**src/rtl/one_counter_fsm.sv**
```systemverilog
// Bit-serial population counter. It loads a word, shifts it out LSB first over N cycles
// and accumulates the set bits, then pulses o_done for one cycle with the result.

module mux2 #(
  parameter int W = 1
) (
  input  logic         sel,
  input  logic [W-1:0] a,
  input  logic [W-1:0] b,
  output logic [W-1:0] y
);
  assign y = sel ? b : a;
endmodule

module one_counter_fsm #(
  parameter int N  = 32,
  parameter int CW = 6
) (
  input  logic          i_clk,
  input  logic          i_rst,
  input  logic          i_start,
  input  logic [N-1:0]  i_data,
  output logic          o_busy,
  output logic          o_done,
  output logic [CW-1:0] o_count
);

  typedef enum logic [1:0] {
    IDLE,
    SHIFT,
    DONE
  } state_t;

  state_t        state;
  state_t        state_nxt;
  logic          accept;
  logic          last;
  logic [N-1:0]  sreg;
  logic [N-1:0]  sreg_shr;
  logic [N-1:0]  sreg_nxt;
  logic [CW-1:0] acc;
  logic [CW-1:0] sum;
  logic [CW-1:0] bitcnt;

  // A start request is taken in every state except SHIFT.
  assign accept   = i_start && (state != SHIFT);
  assign last     = (state == SHIFT) && (bitcnt == '0);
  assign sreg_shr = sreg >> 1;
  assign sum      = acc + {{(CW-1){1'b0}}, sreg[0]};

  mux2 #(.W(N)) u_sreg_mux (
    .sel (accept),
    .a   (sreg_shr),
    .b   (i_data),
    .y   (sreg_nxt)
  );

  always_ff @(posedge i_clk or posedge i_rst) begin
    if (i_rst) begin
      state <= IDLE;
    end else begin
      state <= state_nxt;
    end
  end

  always_comb begin
    state_nxt = state;
    o_busy    = 1'b0;
    o_done    = 1'b0;
    case (state)
      IDLE: begin
        if (i_start) state_nxt = SHIFT;
      end
      SHIFT: begin
        o_busy = 1'b1;
        if (bitcnt == '0) state_nxt = DONE;
      end
      DONE: begin
        o_done    = 1'b1;
        state_nxt = i_start ? SHIFT : IDLE;
      end
      default: state_nxt = IDLE;
    endcase
  end

  always_ff @(posedge i_clk or posedge i_rst) begin
    if (i_rst) begin
      sreg    <= '0;
      acc     <= '0;
      bitcnt  <= '0;
      o_count <= '0;
    end else if (accept) begin
      sreg   <= sreg_nxt;
      acc    <= '0;
      bitcnt <= CW'(N - 1);
    end else if (state == SHIFT) begin
      sreg <= sreg_nxt;
      acc  <= sum;
      if (last) begin
        o_count <= sum;
      end else begin
        bitcnt <= bitcnt - CW'(1);
      end
    end
  end

endmodule
```
**config.mk**
```make
export PLATFORM = sky130hd
export DESIGN_NAME = one_counter_fsm
export DESIGN_NICKNAME = d
export VERILOG_FILES = /design/src/rtl/one_counter_fsm.sv
export SDC_FILE = /design/constraint.sdc
export NUM_CORES = 1
export LEC_CHECK = 0
export BUFFER_PORTS_ARGS = -buffer_cell sky130_fd_sc_hd__buf_2
export CELL_PAD_IN_SITES_DETAIL_PLACEMENT = 0
export CELL_PAD_IN_SITES_GLOBAL_PLACEMENT = 2
export CORE_MARGIN = 2
export CORE_UTILIZATION = 32
export DETAILED_ROUTE_END_ITERATION = 10
export GPL_TIMING_DRIVEN = 0
export HOLD_SLACK_MARGIN = 0.06
export PLACE_DENSITY_LB_ADDON = 0.3
export SYNTH_ARGS = -nofsm -noshare
export SYNTH_HDL_FRONTEND = slang
export SYNTH_SLANG_ARGS = --single-unit
```
**constraint.sdc**
```tcl
create_clock -name i_clk -period 1.6 [get_ports i_clk]
set_input_delay 0.32 -clock i_clk [delete_from_list [all_inputs] [get_ports i_clk]]
set_output_delay 0.32 -clock i_clk [all_outputs]
set_load 0.05 [all_outputs]
```
**Word level (Yosys, flattened, before mapping)**

Index checks and enable logic that the tools add are counted.

- Bits in registers: 52
- Output and inout bits: 8

- Add/subtract/negate cells: 2
- Equal/unequal tests: 6
- Muxes and demuxes: 14
- Bitwise gates (word level): 1
- Reductions and logical operators: 8

Operator list:

| kind | count |
|---|---|
| $mux 32 | 3 |
| $mux 6 | 5 |
| $add 6x1->6 | 1 |
| $logic_not 6->1 | 1 |
| $pmux 2 s3 | 1 |
| $sub 6x1->6 const B | 1 |
| $mux 2 | 2 |
| $ne 2x1->1 const B | 2 |
| $ne 2x2->1 const B | 2 |
| $reduce_and 2->1 | 2 |
| $mux 1 | 3 |
| $reduce_and 3->1 | 1 |
| $eq 2x1->1 const B | 1 |
| $eq 2x2->1 const B | 1 |
| $logic_and 1x1->1 | 2 |
| $logic_not 2->1 | 1 |
| $reduce_bool 2->1 | 1 |
| $not 1->1 | 1 |

**Longest topological paths before layout**

Gate-level depths: netlist (run 1).

- Depth after elaboration: 5
- Depth in mapped cells: 7
- Mapped depth without buffers: 5

**Hierarchy**

A second synthesis (run 1) with hierarchy kept.

- Cells, all modules: 195
- Area total of the unflattened synthesis: 2773.9 um^2

Modules (own cells, without submodules):

| module | instances | cells each | area an instance (um^2) | seq. area each (um^2) |
|---|---|---|---|---|
| one_counter_fsm | 1 | 159 | 2229.6 | 1301.2 |
| mux2 | 1 | 36 | 544.3 | 0.0 |

**Worst setup path after synthesis (run 1)**

No wires, ideal clock.

- Path kind: register to register
- From: reg bitcnt[0]
- To: reg o_count[0]
- Library setup time: 125 ps
- Arrival time: 1623 ps
- Required time: 1475 ps
- Path slack: -147 ps
- Cell stages (with the launch flop): 7
- Period minus slack after synthesis: 1747 ps
- Cells stage by stage: dfrtp_1 inv_1 ha_1 or3b_1 buf_2 nor2_8 mux2_2

- Word-level cells in the longest chain between the ends: 3

RTL lines:

| element | RTL line | text |
|---|---|---|
| from (decl) | 43 | `logic [CW-1:0] bitcnt;` |
| from (signal assigned) | 95 | `bitcnt <= CW'(N - 1);` |
| from (signal assigned) | 102 | `bitcnt <= bitcnt - CW'(1);` |
| $logic_not 6->1 | 47 | `assign last = (state == SHIFT) && (bitcnt == '0);` |
| $logic_and 1x1->1 | 47 |  |
| $reduce_and 3->1 (no source line) | - |  |
| to (signal assigned) | 100 | `o_count <= sum;` |
| to (decl) | 25 | `output logic [CW-1:0] o_count` |

No other way between the ends.
A chain may end at the register's enable or synchronous reset.

**Worst setup path after layout (run 1)**

- From: reg state[1]
- To: reg o_count[0]

- Word-level cells in the longest chain between the ends: 4

RTL lines:

| element | RTL line | text |
|---|---|---|
| from (decl) | 34 | `state_t state;` |
| from (signal assigned) | 62 | `state <= state_nxt;` |
| $ne 2x1->1 | 46 | `assign accept = i_start && (state != SHIFT);` |
| $logic_and 1x1->1 | 46 |  |
| $not 1->1 (no source line) | - |  |
| $reduce_and 3->1 (no source line) (*) | - |  |

Every way passes the cells marked *; elsewhere a longest branch is shown, timed or not.

==> results.toml, run 1 <==
[yosys]
synth_top_family_by_area = "multiplexers"
ys_async_sr_fraction_pct = 100
synth_simple_gate_area_share_pct = 10.8
ys_types = 37
ys_warn_count = 0
postSynthCellCount = 232
yosys.area.top_type = "dfrtp_1"
synth-xor-area-share_pct = 1.06
synthAdderAreaFrac_pct = 2.03
syn_nets = 271
yosysSeqAreaShare_pct = 52.7
synth.avg_cell_area_um2 = 10.6
ys_seq_elements = 52
synth_common_cells = "dfrtp_1 (52), nand2_1 (40), mux2i_1 (35), o21ai_0 (35), buf_2 (8)"
synth_most_common_cell = "dfrtp_1"
muxShareOfSynthArea_pct = 16.9
yosysTopAreaCellShare_pct = 52.7
synth_compound_area_share_pct = 12.7
synth-main-ff-cell = "dfrtp_1"
synth_area_mm2 = 0.00247
synth_edf_count = 0
synthTopCellsByArea = "dfrtp_1 (53%), mux2i_1 (14%), o21ai_0 (7.1%)"

[sta]
finalHoldViolations = 0
setup_ws_ps = -76.4
rsz0062_at_grt = "true"
finalCritPeriodShare_pct = 105
finalMaxSlewViolations = 0
worst_pin_slew_ps = 791
hold_slack_ps = 267
relSlewSlack_pct = 47.3
finalClockSkew_ps = 10.9
finalSetupTns_ps = -467
fmax_ghz = 0.597
setup_viol = 7
fin_crit_ps = 1680

[die]
core_area_mm2 = 0.00761
start_util_pct = 32.5
die_h_um = 91.8
design.portCount = 43
fp-row-count = 32
die-area_mm2 = 0.00843
die_w_um = 91.8

[final_layout]
antennaDiodeCount = 0
finalNonFillerCells = 405
nets = 341
drive_gt1_share_pct = 33.3
area_delta_synth_final_pct = 31.8

[pwr]
p_total_mw = 5.95
power.leakage_nw = 1.62
p_per_area_mw_per_mm2 = 1830
peakVddDrop_mv = 0.626

[clocking]
cts_tree = "built"
clockBufferDepth = 2
numCtsBuffers = 5
clk_pin_slew_ps = 100
h-tree-depth = 2
cts-root-buf = "clkbuf_8"
cts.sinks = 52
clkLatencyLatePin_ps = 310

[status]
violations = "negative setup slack"
status = "finished, violations left"

[worst_setup_path]
r2r_setup_slack_ps = -80
startpoint_type = "flip-flop"
critPathKind = "reg -> reg"
cp_slowest_cell = "or4b_4"
worstPathRequired_ps = 1810
arrival_ps = 1880
path_buf_inv = 1
end_kind = "flip-flop"
crit_path_max_incr_delay_ps = 520
path_cells = "buf_6 > or4b_4 > nor2_8 > mux2_4"
crit_fanout = 7
crit_family = "simple AND/OR/NAND/NOR gates"

[detailed_routing]
post-route-drc-count = 0
drtAntennaViolNets = 0
viasPerCell = 4.79
num_vias = 1941
routedWlPerCell_um = 13.8
drt_first_pass_iters = 4
drt_iter0_drc = 98
wirelength_um = 5610

[global_route]
grt.busiest_layer = "met2"
grt_use_met2_pct = 22.2
track_usage_pct = 14.3
grt_pass1_wl_um = 9610
grt_pass1_vias = 2000
antenna_found_initial = 0
grt_max_degree = 35
use_met3_pct = 4.52
gr-usage-met1_pct = 19.4
overflow = 0

[place]
routabilityCongestion = 0.672
dp_hpwl_um = 3830
dpl.cell_count = 376
port_buffers = 41

[job]
maxCapViolations = 0

[worst_hold_path]
hold_class = "in -> reg"
==> worst paths after layout <==
check	from	endpoint	depth (start not counted)
max in group asynchronous	i_rst	sreg[2]	4
hold / removal	i_data[31]	sreg[31]	3
setup reg to reg	state[1]	o_count[0]	4
min in group asynchronous	i_rst	sreg[14]	3
setup / recovery	state[1]	o_count[0]	4
hold reg to reg	sreg[13]	sreg[12]	2
==> flip-flops by register name, summed over array words and instances, names as in the netlist <==
signal   flops
sreg        32
acc          6
bitcnt       6
o_count      6
state        2
==> final cells by class <==
class                   count  area [um^2]
fillers                   789         4350
flip-flops and latches     52         1300
multi-input cells         158         1140
repair buffers             65          425
well taps                 102          128
clock buffers               7         96.3
plain buffers              12         90.1
inverters                   8         37.5
clock inverters             1         30.0
==> timing repair <==
| action | CTS | global route |
|---|---|---|
| hold endpoints to repair | 18 | 0 |
| endpoints found under the setup margin | 29 | 36 |
| resized for setup | 19 | 12 |
| hold buffers | 1 | 0 |
| pin swaps | 1 | 1 |
| setup buffers | 11 | 11 |
==> worst min-delay path: cells and delay by family <==
family                 cells  cell delay, ps
buffers and inverters      1              90
and+or+nand+nor            1              80
muxes                      1              60
==> cells in the final DEF, fill, tap and decap left out, types with 2 or more instances in the layout <==
cell      count
o21ai_0      35
mux2i_1      35
clkbuf_1      4
buf_12        2
xnor2_1       2
clkbuf_4      2
nand2_1      40
inv_1         4
buf_4        21
o31ai_1       2
inv_2         3
dfrtp_2       2
nand3_1       2
nor2_1        4
o311ai_0      2
dfrtp_1      50
clkbuf_8      7
buf_2        43
a31oi_1       2
mux2_4        5
ha_1          3
buf_6         2
==> per-layer routing <==
layer / part of all wire, % / wire [um]
met5: 0 / 0
met4: 0.64 / 36
met3: 4.8 / 270
met2: 46 / 2570
met1: 49 / 2730
==> metrics by stage <==
stage	cell area, um^2	setup WS, ps	util, %
detailed placement	2850	-166	37.4
CTS	3150	-116	41.4
global route	3250	-136	42.8
finish	3250	-76.4	42.8
floorplan	2490	-60.0	-
global placement	2830	-851	37.1
==> where the power goes <==
group,internal [mW],switching [mW]
combinational,1.29,1.44
sequential,1.87,0.344
clock,0.553,0.449
==> kinds of logic after synthesis <==
| kind of cell | count (synthesis) |
|---|---|
| XOR/XNOR | 3 |
| multiplexers | 41 |
| adder cells (fa/ha/maj) | 4 |
| flip-flops | 52 |
| AO/OA/AOI/OAI | 53 |
| buffers and inverters | 22 |
| AND/OR/NAND/NOR | 57 |
Power figures use the tool's default switching activity.
==> inputs of run 2 (changes only) <==
--- a/config.mk
+++ b/config.mk
@@ -5,6 +5,7 @@
 export SDC_FILE = /design/constraint.sdc
 export NUM_CORES = 1
 export LEC_CHECK = 0
+export ABC_CLOCK_PERIOD_IN_PS = 1600
 export BUFFER_PORTS_ARGS = -buffer_cell sky130_fd_sc_hd__buf_2
 export CELL_PAD_IN_SITES_DETAIL_PLACEMENT = 0
 export CELL_PAD_IN_SITES_GLOBAL_PLACEMENT = 2
@@ -13,7 +14,7 @@
 export DETAILED_ROUTE_END_ITERATION = 10
 export GPL_TIMING_DRIVEN = 0
 export HOLD_SLACK_MARGIN = 0.06
-export PLACE_DENSITY_LB_ADDON = 0.3
+export PLACE_DENSITY = 0.83
 export SYNTH_ARGS = -nofsm -noshare
 export SYNTH_HDL_FRONTEND = slang
 export SYNTH_SLANG_ARGS = --single-unit
==> run 2 against run 1 <==
Combinational power up 5%. Clock skew shrank 0.54 ps. The run still ends with negative setup slack left. Clock power is 9.7% lower. Critical endpoint is now o_count[1]. Via count grew 2.0%. Largest cell class unchanged. Sequential power hardly changed. Sequential cell count unchanged. Maximum frequency fell by 0.66%. Core utilization up 0.33 points. Die area is the same.
==> results.toml, run 2 (synthesis gave the netlist of run 1 again) <==
[worst_setup_path]
path_cells = "buf_6 > or4b_4 > nor2_8 > mux2_4"
crit_fanout = 6
startpoint_type = "flip-flop"
worstPathRequired_ps = 1810
path_buf_inv = 1
end_kind = "flip-flop"
arrival_ps = 1890
crit_path_max_incr_delay_ps = 530
crit_family = "simple AND/OR/NAND/NOR gates"
cp_slowest_cell = "or4b_4"
critPathKind = "reg -> reg"

[clocking]
cts.sinks = 52
cts_tree = "built"
cts-root-buf = "clkbuf_8"
clockBufferDepth = 2
numCtsBuffers = 5
clk_pin_slew_ps = 100
clkLatencyLatePin_ps = 310
h-tree-depth = 2

[detailed_routing]
num_vias = 1979
drtAntennaViolNets = 0
routedWlPerCell_um = 13.9
wirelength_um = 5690
drt_iter0_drc = 105
drt_first_pass_iters = 4
post-route-drc-count = 0
viasPerCell = 4.84

[final_layout]
final_common_cell = "dfrtp_1"
antennaDiodeCount = 0
area_delta_synth_final_pct = 32.8
largest-register = "sreg"
largest_register_ffs = 32
nets = 345
final_cell_mix = "dfrtp_1 (51), buf_2 (43), nand2_1 (40)"
finalNonFillerCells = 409
drive_gt1_share_pct = 33.9

[place]
dp_hpwl_um = 3850
dpl.cell_count = 376
routabilityCongestion = 0.713
port_buffers = 41

[job]
maxCapViolations = 0

[sta]
rsz0062_at_grt = "true"
fmax_ghz = 0.593
finalMaxSlewViolations = 0
fin_crit_ps = 1690
finalCritPeriodShare_pct = 105
relSlewSlack_pct = 46.3
setup_ws_ps = -87.5
setup_viol = 8
finalClockSkew_ps = 10.4
finalHoldViolations = 0
worst_pin_slew_ps = 805
hold_slack_ps = 262

[global_route]
grt_pass1_wl_um = 9830
grt_max_degree = 37
track_usage_pct = 14.6
antenna_found_initial = 0
grt_pass1_vias = 2029
overflow = 0

[die]
die_h_um = 91.8
fp-row-count = 32
die_w_um = 91.8
core_area_mm2 = 0.00761
start_util_pct = 32.5
design.portCount = 43
die-area_mm2 = 0.00843

[status]
violations = "negative setup slack"
status = "finished, violations left"

[worst_hold_path]
hold_class = "in -> reg"

[pwr]
p_per_area_mw_per_mm2 = 1820
power.leakage_nw = 1.63
peakVddDrop_mv = 0.532
[run 2: worst min-delay path: stages]
cell and delay (ps):
buf_2 80, mux2i_1 50, nor2_1 90
[run 2: area by class of cell]
cell class	count	area, um^2
fillers	771	4330
flip-flops and latches	52	1300
multi-input cells	158	1160
repair buffers	69	459
well taps	102	128
plain buffers	12	78.8
clock buffers	6	72.6
inverters	8	42.5
clock inverters	2	35.0
[run 2: stage by stage]
stage,total power [mW],util [%],TNS (ps),setup WS (ps),area [um^2]
finish,5.97,43.1,-496,-87.5,3280
global route,6.45,43.1,-996,-130,3280
CTS,5.73,41.5,-1020,-117,3160
detailed placement,4.36,37.4,-1600,-171,2850
global placement,4.29,37.1,-41310,-766,2830
floorplan,3.76,-,-327,-60.0,2490
[run 2: timing repair]
item,in CTS,in global routing
hold buffers,1,0
endpoints found under the hold margin,16,0
pin swaps,3,5
endpoints found under the setup margin,29,14
gates resized for setup,20,14
setup buffers,14,15
[run 2: routing by layer]
| layer | wire length (um) | up-vias | GRT usage, % | share of wire, % |
|---|---|---|---|---|
| li1 | - | 960 | - | - |
| met1 | 2700 | 975 | 19.7 | 47 |
| met2 | 2680 | 39 | 23.8 | 47 |
| met3 | 259 | 5 | 3.37 | 4.6 |
| met4 | 57 | 0 | 4.10 | 1.0 |
| met5 | 0 | - | 0 | 0 |
[run 2: worst paths after layout]
check                      startpoint          to  slack [ps]  cells past startpoint
setup / recovery             state[1]  o_count[1]         -90                      4
hold / removal             i_data[31]    sreg[31]         260                      3
setup reg to reg             state[1]  o_count[1]         -90                      4
min in group asynchronous       i_rst    sreg[13]         520                      3
max in group asynchronous       i_rst    state[1]         560                      4
hold reg to reg               sreg[4]     sreg[3]         490                      2
[run 2: report_power, final]
part	internal (mW)	switching (mW)	total [mW]	leakage, nW
registers	1.87	0.344	2.21	0.662
clock network	0.465	0.439	0.903	0.0552
logic	1.35	1.51	2.86	0.913
==> inputs of run 3 (changes only) <==
--- a/config.mk
+++ b/config.mk
@@ -15,6 +15,7 @@
 export GPL_TIMING_DRIVEN = 0
 export HOLD_SLACK_MARGIN = 0.06
 export PLACE_DENSITY = 0.83
+export SETUP_SLACK_MARGIN = 0.05
 export SYNTH_ARGS = -nofsm -noshare
 export SYNTH_HDL_FRONTEND = slang
 export SYNTH_SLANG_ARGS = --single-unit
==> run 3 against run 2 <==
Largest cell class unchanged. Final cell count decreased by 2.4%. Via count is 3.2% lower. Critical endpoint is now o_count[0]. The flow still finishes with violations (negative setup slack). Sequential cell count is the same. Setup slack got worse by 23 ps. Core utilization shrank 1.7 points. Global-route usage fell by 0.20 points. Count of clock-buffer cells in the layout shrank 1. Critical path type unchanged. Die area unchanged. Design area decreased by 4.0%. Wire length grew 0.58%. Clock power decreased by 12%.
==> results.toml, run 3 (synthesis gave the netlist of run 1 again) <==
[detailed_routing]
viasPerCell = 4.80
wirelength_um = 5720
routedWlPerCell_um = 14.3
drt_first_pass_iters = 4
num_vias = 1916
drtAntennaViolNets = 0
post-route-drc-count = 0
drt_iter0_drc = 85

[sta]
finalSetupTns_ps = -908
rsz0062_at_grt = "true"
finalClockSkew_ps = 13.4
setup_ws_ps = -110
finalMaxSlewViolations = 0
finalHoldViolations = 0
setup_viol = 10
worst_pin_slew_ps = 1160
fin_crit_ps = 1710
relSlewSlack_pct = 22.8
finalCritPeriodShare_pct = 107
hold_slack_ps = 247
fmax_ghz = 0.585

[worst_setup_path]
reg2reg_depth = 3
r2r_end = "o_count[0]"
critPathKind = "reg -> reg"
worstPathRequired_ps = 1810
crit_path_start = "bitcnt[2]"
r2r_start = "bitcnt[2]"
critPathCapture = "o_count[0]"
crit_fanout = 8
arrival_ps = 1920
startpoint_type = "flip-flop"
r2r_setup_slack_ps = -110
end_kind = "flip-flop"

[job]
maxCapViolations = 0

[pwr]
p_total_mw = 5.62
power.leakage_nw = 1.56
p_per_area_mw_per_mm2 = 1790
peakVddDrop_mv = 0.574

[global_route]
overflow = 0
grt_max_degree = 53
grt_pass1_wl_um = 9790
track_usage_pct = 14.4
antenna_found_initial = 0
grt_pass1_vias = 2008

[die]
die-area_mm2 = 0.00843
die_h_um = 91.8
design.portCount = 43
core_area_mm2 = 0.00761
fp-row-count = 32
start_util_pct = 32.5
die_w_um = 91.8

[place]
dp_hpwl_um = 3790
routabilityCongestion = 0.777
dpl.cell_count = 375
port_buffers = 41

[final_layout]
final_common_cell = "dfrtp_1"
area_delta_synth_final_pct = 27.4
largest_register_ffs = 32
nets = 335
antennaDiodeCount = 0
largest-register = "sreg"
final_cell_mix = "dfrtp_1 (51), buf_2 (44), nand2_1 (40)"
drive_gt1_share_pct = 32.3
finalNonFillerCells = 399

[clocking]
clockBufferDepth = 2
cts_hold_buf = 0
cts-root-buf = "clkbuf_8"
numCtsBuffers = 5
clkLatencyLatePin_ps = 320
cts_tree = "built"
cts.sinks = 52
clk_pin_slew_ps = 110
h-tree-depth = 2

[status]
violations = "negative setup slack"
status = "finished, violations left"

[worst_hold_path]
hold_class = "in -> reg"
[run 3: cell count changes in the layout (fill, tap and decap cells not counted), sizes merged]
cell	delta
buf	-8
bufinv	-1
clkbuf	-2
clkinvlp	+3
dlygate4sd3	-1
inv	-1
[run 3: metrics by stage]
step	utilization [%]	instance area, um^2	setup slack, ps
after floorplan	-	2500	-60.0
after global placement	37.2	2830	-157
after detailed placement	37.2	2830	-169
after CTS	40.3	3070	-131
after global routing	41.3	3150	-162
final	41.3	3150	-110
[run 3: power breakdown]
part / leakage, nW / switching [mW] / total [mW] / internal (mW)
sequential: 0.662 / 0.351 / 2.22 / 1.87
combinational: 0.861 / 1.42 / 2.61 / 1.19
clock: 0.0404 / 0.481 / 0.792 / 0.311
[run 3: critical path: stages (launching register included)]
cell and delay [ps]:
dfrtp_2 470, or4b_4 610, nor2_8 200, mux2_4 310
[run 3: worst min-delay path by stage]
stage                    start  endpoint  slack (ps)  cells after the start
floorplan                i_rst    acc[0]         380                      1
global placement      sreg[24]  sreg[23]         460                      2
detailed placement    sreg[24]  sreg[23]         470                      2
CTS                 i_data[31]  sreg[31]         250                      3
global route         i_data[1]   sreg[1]         290                      3
finish              i_data[31]  sreg[31]         250                      3
[run 3: layout make-up]
| type | count | area, um^2 |
|---|---|---|
| Fill cell | 776 | 4460 |
| Inverter | 8 | 46.3 |
| Clock inverter | 3 | 23.8 |
| Tap cell | 102 | 128 |
| Buffer | 14 | 106 |
| Sequential cell | 52 | 1300 |
| Multi-Input combinational cell | 158 | 1120 |
| Timing Repair Buffer | 57 | 347 |
| Clock buffer | 5 | 68.8 |
[run 3: what timing repair did]
action / in CTS / in global routing
setup buffers: 10 / 6
pin swaps: 3 / 3
resized for setup: 18 / 13
endpoints found under the setup margin: 31 / 33
[run 3: per-layer routing]
layer / part of all wire [%] / wire length [um] / vias to the layer above / GRT usage, %
met3: 3.0 / 174 / 5 / 2.71
met5: 0 / 0 / - / 0
met4: 0.93 / 53 / 0 / 3.73
met1: 49 / 2780 / 942 / 20.0
met2: 47 / 2710 / 32 / 23.4
li1: - / - / 937 / -
